==> src/rtl/mc_pkg.sv <==
// Shared types and encodings for the multi-cycle RV32I main control FSM.
// Covers the state enum, ALU op codes, opcodes, select encodings and branch evaluation.
package mc_pkg;

  typedef enum logic [3:0] {
    S_IDLE,
    S_FETCH,
    S_DECODE,
    S_MEMADR,
    S_MEMRD,
    S_MEMWB,
    S_MEMWR,
    S_EXEC_R,
    S_EXEC_I,
    S_ALUWB,
    S_BRANCH,
    S_JAL,
    S_JAL2,
    S_ILLEGAL
  } state_t;

  localparam logic [3:0] ALU_AND = 4'b0000;
  localparam logic [3:0] ALU_OR  = 4'b0001;
  localparam logic [3:0] ALU_ADD = 4'b0010;
  localparam logic [3:0] ALU_SLL = 4'b0011;
  localparam logic [3:0] ALU_XOR = 4'b1000;
  localparam logic [3:0] ALU_SRL = 4'b1010;
  localparam logic [3:0] ALU_SRA = 4'b1011;
  localparam logic [3:0] ALU_SUB = 4'b0110;

  localparam logic [6:0] OP_LOAD   = 7'b0000011;
  localparam logic [6:0] OP_STORE  = 7'b0100011;
  localparam logic [6:0] OP_RTYPE  = 7'b0110011;
  localparam logic [6:0] OP_ITYPE  = 7'b0010011;
  localparam logic [6:0] OP_BRANCH = 7'b1100011;
  localparam logic [6:0] OP_JAL    = 7'b1101111;

  localparam logic [2:0] F3_BEQ = 3'b000;
  localparam logic [2:0] F3_BNE = 3'b001;
  localparam logic [2:0] F3_BLT = 3'b100;
  localparam logic [2:0] F3_BGE = 3'b101;

  localparam logic [1:0] SRC_A_PC    = 2'b00;
  localparam logic [1:0] SRC_A_OLDPC = 2'b01;
  localparam logic [1:0] SRC_A_RS1   = 2'b10;

  localparam logic [1:0] SRC_B_RS2  = 2'b00;
  localparam logic [1:0] SRC_B_IMM  = 2'b01;
  localparam logic [1:0] SRC_B_FOUR = 2'b10;

  localparam logic [1:0] RES_ALUOUT  = 2'b00;
  localparam logic [1:0] RES_MEMDATA = 2'b01;
  localparam logic [1:0] RES_ALU     = 2'b10;
  localparam logic [1:0] RES_PC      = 2'b11;

  typedef struct packed {
    logic [1:0] alu_src_a;
    logic [1:0] alu_src_b;
    logic [1:0] result_src;
    logic       adr_src;
    logic       mem_read;
    logic       mem_write;
    logic       ir_write;
    logic       pc_write;
    logic       reg_write;
    logic       instr_done;
    logic       illegal;
  } ctrl_t;

  // Returns {valid, taken}; blt/bge look only at the raw sign bit, no overflow fix-up.
  function automatic logic [1:0] branch_eval(input logic [2:0] funct3,
                                             input logic       zero,
                                             input logic       sign);
    logic [1:0] r;
    r = 2'b00;
    case (funct3)
      F3_BEQ:  r = {1'b1, zero};
      F3_BNE:  r = {1'b1, ~zero};
      F3_BLT:  r = {1'b1, sign};
      F3_BGE:  r = {1'b1, ~sign};
      default: r = 2'b00;
    endcase
    return r;
  endfunction

endpackage

==> src/rtl/mc_alu_decoder.sv <==
// Combinational funct3/funct7 to ALU op mapping for the execute states.
// valid is low for funct3 codes the shared ALU cannot perform (SLT family).
module mc_alu_decoder
  import mc_pkg::*;
(
  input  logic [2:0] funct3,
  input  logic       funct7_5,
  input  logic       is_rtype,
  output logic [3:0] alu_ctrl,
  output logic       valid
);

  always_comb begin
    alu_ctrl = ALU_AND;
    valid    = 1'b1;
    case (funct3)
      // addi ignores IR[30]; only the R-type form can select SUB
      3'b000:  alu_ctrl = (is_rtype && funct7_5) ? ALU_SUB : ALU_ADD;
      3'b001:  alu_ctrl = ALU_SLL;
      3'b100:  alu_ctrl = ALU_XOR;
      3'b101:  alu_ctrl = funct7_5 ? ALU_SRA : ALU_SRL;
      3'b110:  alu_ctrl = ALU_OR;
      3'b111:  alu_ctrl = ALU_AND;
      default: begin
        alu_ctrl = ALU_AND;
        valid    = 1'b0;
      end
    endcase
  end

endmodule

==> src/rtl/mc_control.sv <==
// Main control FSM of the multi-cycle RV32I core: sequences fetch/decode/execute/memory/writeback
// and steers the shared ALU. Outputs are decoded from state; alu_ctrl also uses the latched funct fields.
module mc_control
  import mc_pkg::*;
#(
  parameter int unsigned RESET_PC_HOLD = 1
) (
  input  logic       clk,
  input  logic       rst,
  input  logic [6:0] opcode,
  input  logic [2:0] funct3,
  input  logic       funct7_5,
  input  logic       zero,
  input  logic       sign,
  input  logic       mem_ready,
  output logic [3:0] alu_ctrl,
  output logic [1:0] alu_src_a,
  output logic [1:0] alu_src_b,
  output logic [1:0] result_src,
  output logic       adr_src,
  output logic       mem_read,
  output logic       mem_write,
  output logic       ir_write,
  output logic       pc_write,
  output logic       reg_write,
  output logic       instr_done,
  output logic       illegal
);

  localparam int unsigned HOLD_W = (RESET_PC_HOLD > 1) ? $clog2(RESET_PC_HOLD) : 1;

  state_t            state;
  state_t            state_next;
  logic [HOLD_W-1:0] hold_cnt;
  logic [2:0]        funct3_q;
  logic              funct7_5_q;
  logic              store_q;
  logic [3:0]        dec_ctrl;
  logic              dec_valid;
  logic              br_valid;
  logic              br_taken;
  ctrl_t             ctrl;

  mc_alu_decoder u_alu_decoder (
    .funct3   (funct3_q),
    .funct7_5 (funct7_5_q),
    .is_rtype (state == S_EXEC_R),
    .alu_ctrl (dec_ctrl),
    .valid    (dec_valid)
  );

  assign {br_valid, br_taken} = branch_eval(funct3_q, zero, sign);

  always_ff @(posedge clk or posedge rst) begin
    if (rst) begin
      state <= S_IDLE;
    end else begin
      state <= state_next;
    end
  end

  always_ff @(posedge clk or posedge rst) begin
    if (rst) begin
      hold_cnt <= '0;
    end else if (state == S_IDLE) begin
      hold_cnt <= hold_cnt + HOLD_W'(1);
    end else begin
      hold_cnt <= '0;
    end
  end

  // Instruction fields are captured once in decode so later states do not depend on IR timing.
  always_ff @(posedge clk or posedge rst) begin
    if (rst) begin
      funct3_q   <= '0;
      funct7_5_q <= 1'b0;
      store_q    <= 1'b0;
    end else if (state == S_DECODE) begin
      funct3_q   <= funct3;
      funct7_5_q <= funct7_5;
      store_q    <= (opcode == OP_STORE);
    end
  end

  always_comb begin
    state_next = state;
    case (state)
      S_IDLE:   if (hold_cnt == HOLD_W'(RESET_PC_HOLD - 1)) state_next = S_FETCH;
      S_FETCH:  if (mem_ready) state_next = S_DECODE;
      S_DECODE: begin
        case (opcode)
          OP_LOAD, OP_STORE: state_next = S_MEMADR;
          OP_RTYPE:          state_next = S_EXEC_R;
          OP_ITYPE:          state_next = S_EXEC_I;
          OP_BRANCH:         state_next = S_BRANCH;
          OP_JAL:            state_next = S_JAL;
          default:           state_next = S_ILLEGAL;
        endcase
      end
      S_MEMADR:           state_next = store_q ? S_MEMWR : S_MEMRD;
      S_MEMRD:            if (mem_ready) state_next = S_MEMWB;
      S_MEMWB:            state_next = S_FETCH;
      S_MEMWR:            if (mem_ready) state_next = S_FETCH;
      S_EXEC_R, S_EXEC_I: state_next = dec_valid ? S_ALUWB : S_ILLEGAL;
      S_ALUWB:            state_next = S_FETCH;
      S_BRANCH:           state_next = br_valid ? S_FETCH : S_ILLEGAL;
      S_JAL:              state_next = S_JAL2;
      S_JAL2:             state_next = S_FETCH;
      S_ILLEGAL:          state_next = S_FETCH;
      default:            state_next = S_IDLE;
    endcase
  end

  always_comb begin
    ctrl     = '0;
    alu_ctrl = ALU_AND;
    case (state)
      S_FETCH: begin
        ctrl.alu_src_a  = SRC_A_PC;
        ctrl.alu_src_b  = SRC_B_FOUR;
        ctrl.result_src = RES_ALU;
        ctrl.mem_read   = 1'b1;
        ctrl.ir_write   = mem_ready;
        ctrl.pc_write   = mem_ready;
        alu_ctrl        = ALU_ADD;
      end
      S_DECODE: begin
        ctrl.alu_src_a = SRC_A_OLDPC;
        ctrl.alu_src_b = SRC_B_IMM;
        alu_ctrl       = ALU_ADD;
      end
      S_MEMADR: begin
        ctrl.alu_src_a = SRC_A_RS1;
        ctrl.alu_src_b = SRC_B_IMM;
        alu_ctrl       = ALU_ADD;
      end
      S_MEMRD: begin
        ctrl.adr_src  = 1'b1;
        ctrl.mem_read = 1'b1;
      end
      S_MEMWB: begin
        ctrl.result_src = RES_MEMDATA;
        ctrl.reg_write  = 1'b1;
        ctrl.instr_done = 1'b1;
      end
      S_MEMWR: begin
        ctrl.adr_src    = 1'b1;
        ctrl.mem_write  = 1'b1;
        ctrl.instr_done = mem_ready;
      end
      S_EXEC_R: begin
        ctrl.alu_src_a = SRC_A_RS1;
        ctrl.alu_src_b = SRC_B_RS2;
        alu_ctrl       = dec_ctrl;
      end
      S_EXEC_I: begin
        ctrl.alu_src_a = SRC_A_RS1;
        ctrl.alu_src_b = SRC_B_IMM;
        alu_ctrl       = dec_ctrl;
      end
      S_ALUWB: begin
        ctrl.result_src = RES_ALUOUT;
        ctrl.reg_write  = 1'b1;
        ctrl.instr_done = 1'b1;
      end
      S_BRANCH: begin
        ctrl.alu_src_a  = SRC_A_RS1;
        ctrl.alu_src_b  = SRC_B_RS2;
        ctrl.result_src = RES_ALUOUT;
        ctrl.pc_write   = br_valid & br_taken;
        ctrl.instr_done = br_valid;
        alu_ctrl        = ALU_SUB;
      end
      // jal is split so the link write and the PC write use different result selects
      S_JAL: begin
        ctrl.result_src = RES_PC;
        ctrl.reg_write  = 1'b1;
      end
      S_JAL2: begin
        ctrl.result_src = RES_ALUOUT;
        ctrl.pc_write   = 1'b1;
        ctrl.instr_done = 1'b1;
      end
      S_ILLEGAL: ctrl.illegal = 1'b1;
      default: ;
    endcase
  end

  assign alu_src_a  = ctrl.alu_src_a;
  assign alu_src_b  = ctrl.alu_src_b;
  assign result_src = ctrl.result_src;
  assign adr_src    = ctrl.adr_src;
  assign mem_read   = ctrl.mem_read;
  assign mem_write  = ctrl.mem_write;
  assign ir_write   = ctrl.ir_write;
  assign pc_write   = ctrl.pc_write;
  assign reg_write  = ctrl.reg_write;
  assign instr_done = ctrl.instr_done;
  assign illegal    = ctrl.illegal;

endmodule

==> config.mk <==
export PLATFORM = sky130hd
export DESIGN_NAME = mc_control
export DESIGN_NICKNAME = d
export VERILOG_FILES = /design/src/rtl/mc_pkg.sv /design/src/rtl/mc_alu_decoder.sv /design/src/rtl/mc_control.sv
export SDC_FILE = /design/constraint.sdc
export NUM_CORES = 1
export LEC_CHECK = 0
export ABC_AREA = 0
export BUFFER_PORTS_ARGS = -buffer_cell sky130_fd_sc_hd__buf_4
export CORE_UTILIZATION = 35
export CTS_CLUSTER_DIAMETER = 120
export DETAILED_ROUTE_END_ITERATION = 7
export PLACE_DENSITY = 0.65
export SLEW_MARGIN = 20
export SYNTH_ARGS = -nofsm -noshare
export SYNTH_HDL_FRONTEND = slang
export SYNTH_SLANG_ARGS = --single-unit
==> constraint.sdc <==
create_clock -name clk -period 1.4 [get_ports clk]
set_input_delay 0.28 -clock clk [delete_from_list [all_inputs] [get_ports clk]]
set_output_delay 0.28 -clock clk [all_outputs]
set_load 0.005 [all_outputs]
==> run summary <==
For this design, the sink count on the clock tree is 10. The total power draw came out at 4.36 mW. In this run the critical register-to-register path is launched from state[0]$_DFFE_PP0P_. The required time of the critical path is ~1.1 ns.

The clock slew at the register clock pins of the worst setup and hold paths came out at 0.07 ns. The post-detailed-placement cell area came out at ~1500 um^2. The headroom to the max-slew limit is around 70%.

The transition time at the pin with the least slew margin is between 0.4 and 0.5 ns. In the layout the commonest cells are buf_4, buf_6, nand2_1. The via count of the first global-routing pass came out at roughly 1300. The finished layout holds roughly 240 standard cells, fillers aside. The synthesized netlist net count came out at roughly 140. The cell count after synthesis came out at around 130. The worst setup path is captured at a primary output.

The critical path is of the reg -> out type. The synthesis-to-layout area growth came out at 93.2%. The number of placed instances, taps included, is about 220. The mean number of vias per cell is ~5.6. The setup violation total in the final timing report is 25. The type of origin of the critical path is a flop. The number of hold-slack violations in the final timing report came out at 0. The utilization after layout is between 70 and 80%.

The multi-input combinational cells in the finished layout cover a total of between 800 and 900 um^2. The reported max-cap violation count is 0. The placed wire-length estimate after detailed placement came out at 2.47 mm.

Entering global routing, the biggest net connects 11 pins. The floorplan has 18 rows. The chip width came out at 55.2 um. The initial antenna violation count came out at 0.

At the end of routability-driven placement, the weighted congestion stood at slightly below 0.8. The pre-CTS setup slack is -0.166 ns. The number of different library cells used by synthesis comes to 46. For this run the aggregate overflow at the end of global routing stands at 0. The setup TNS came out at -5.53 ns. The via count came out at 1327. For the worst setup path, the data arrival time is roughly 1.5 ns. The area of the core region is between 2000 and 3000 um^2. Hold timing on the final database bottoms out at a slack of 0.00496 ns.

In this run the deepest clock path goes through 2 buffers. In this run the worst hold path is classified as in -> async. The die covers a little over 3000 um^2. Between clock sinks in the finished design, the worst skew comes to a little over 0.009 ns. Counting cells, the worst reg-to-reg path comes to 7. Setup repair after global routing could not meet its margin everywhere. The post-layout minimum cycle time is between 1.5 and 2 ns. The pre-antenna-repair detailed-routing pass consisted of 4 iterations. The starting utilization of the core area came out at about two fifths. The first global-routing pass estimated approximately 5.6 mm of wire. The power per standard cell area is about 2300 nW/um^2. The global-route total usage across every layer is a little over a quarter. The sequential cell area in the final layout is between 200 and 300 um^2. The chip height came out at roughly 55 um. The checks that failed: setup timing. The routed wirelength normalized by instance count is about 17 um. The total number of yosys warnings is 0. The average cell area after synthesis is about 8 um^2. The minimum setup slack in the final design came out at -0.349 ns. CTS placed an instance of clkbuf_4 at the clock tree root. Summing all non-filler instances in the final layout gives an area of around 1900 um^2.

In the synthesized netlist the dominant register cell turns out to be dfrtp_1. The number of enable-type register cells in the synthesized netlist is 0. The H-tree level count came out at 1. The most critical setup path has its startpoint at state[0]$_DFFE_PP0P_. The static leakage came out at between 0.8 and 0.9 nW.

The largest voltage drop on the vdd net came out at approximately 0.0017 V. The repair_antennas step left the layout with diodes totalling 0. The latest clock arrival within the worst-skew pair came out at around 0.27 ns. The number of buffer cells added on primary ports is 33. The residual DRC count is 0. Wires add up to between 4 and 5 mm. The number of flip-flops and latches in the synthesized netlist came out at 10. Cells with a size suffix above 1 make up between 60 and 70% of the layout. During I/O placement, the number of pins put on the boundary was 34. In this run the remaining antenna-violating nets after routing total 0.

The fraction of the yosys area taken by sequential cells came out at about a quarter. The cell area after synthesis came out at between 900 and 1000 um^2. The biggest fanout along the worst timing path came out at 7.

TritonCTS built the clock tree. The fraction of the cycle the final worst path needs came out at 125%. Derived from the worst setup path, the maximum achievable clock frequency is 572 MHz.

After synthesis, the share of flip-flops with an asynchronous set or reset is 100%. The final layout contains around 220 nets. Counting the fill cells in the layout gives 193.

The register-to-register setup slack is -0.17 ns. The DRC violation total after the first TritonRoute iteration is 18. The most common library cell in the layout ignoring fill and taps is buf_4. The endpoint identified for the worst register-to-register timing path is funct7_5_q$_DFFE_PP0P_.

The flow ran to the end, but the final reports show violations. The number of CTS-inserted buffers is 3. The final count of pins violating max slew came out at 0. In this run the worst setup path terminates at instr_done.
[power by group]
| part | total (mW) | internal [mW] | switching [mW] |
|---|---|---|---|
| Sequential | 0.686 | 0.432 | 0.255 |
| Clock | 0.195 | 0.0991 | 0.0955 |
| Combinational | 3.48 | 1.97 | 1.50 |
[synthesized netlist by cell type, types with 2 or more instances]
cell type / instances / area share (%)
o21ai_1: 7 / 3.5
buf_2: 4 / 2.0
buf_4: 2 / 1.5
buf_6: 2 / 2.3
nor3_1: 3 / 1.5
dfrtp_1: 10 / 25
a22o_1: 2 / 1.8
o211ai_1: 5 / 3.8
nor2b_1: 5 / 3.2
o21a_1: 2 / 1.5
nand2b_1: 6 / 3.8
nor2_1: 13 / 4.9
o21ai_0: 4 / 2.0
inv_1: 4 / 1.5
xnor2_1: 2 / 1.8
nand2_2: 3 / 1.9
a21oi_1: 10 / 5.1
a22oi_1: 2 / 1.5
mux2_1: 2 / 2.3
o221ai_1: 2 / 1.8
nand2_1: 11 / 4.2
[cells by family after synthesis]
kind of cell | after synthesis | synth area share, %
xor gates and xnor gates | 3 | 2.66
and+or+nand+nor | 51 | 29.1
DFF | 10 | 25.3
adders and majority gates | 1 | 1.14
buffers and inverters | 15 | 8.72
AOI/OAI and AO/OA | 43 | 29.8
muxes | 3 | 3.29
[final cells by class]
| class | count | share of cell area [%] |
|---|---|---|
| multi-input combinational | 101 | 42.1 |
| timing repair buffer | 86 | 39.8 |
| sequential | 10 | 13.4 |
| tap | 30 | 1.96 |
| inverter | 6 | 1.57 |
| clock buffer | 3 | 1.18 |
[worst min path at each step]
stage | from | to | slack, ns
6_report | rst | hold_cnt$_DFF_PP0_ | 0.005
5_1_grt | rst | store_q$_DFFE_PP0P_ | 0.03
4_1_cts | rst | funct3_q[0]$_DFFE_PP0P_ | 0.02
3_5_place_dp | rst | funct3_q[0]$_DFFE_PP0P_ | 0.31
3_3_place_gp | rst | funct3_q[0]$_DFFE_PP0P_ | 0.30
2_1_floorplan | rst | funct3_q[0]$_DFFE_PP0P_ | 0.12
[critical path, cell delays in order (launching register included)]
cell and delay [ns]:
dfrtp_2 0.46, buf_6 0.16, nor2b_4 0.05, a21oi_2 0.14, o21ai_1 0.07, a22o_1 0.20
buf_4 0.13
[registers in the layout (all words and copies together) (netlist names)]
signal      flops
funct3_q        3
funct7_5_q      1
hold_cnt        1
state           4
store_q         1
[what timing repair did]
item | 4_1_cts | 5_1_grt
pin swaps | 12 | 20
gates resized for setup | 40 | 29
buffers inserted | 10 | 7
hold buffers | 0 | 0
setup endpoints to repair | 22 | 25
[layer usage]
layer  wire length, um  GRT usage [%]  vias to the layer above
li1                  -              -                      619
met1              1590           28.9                      633
met2              2150           50.0                       53
met3               163           3.83                       22
met4               221           15.0                        0
met5                 0              0                        -
Power figures use the tool's default switching activity.
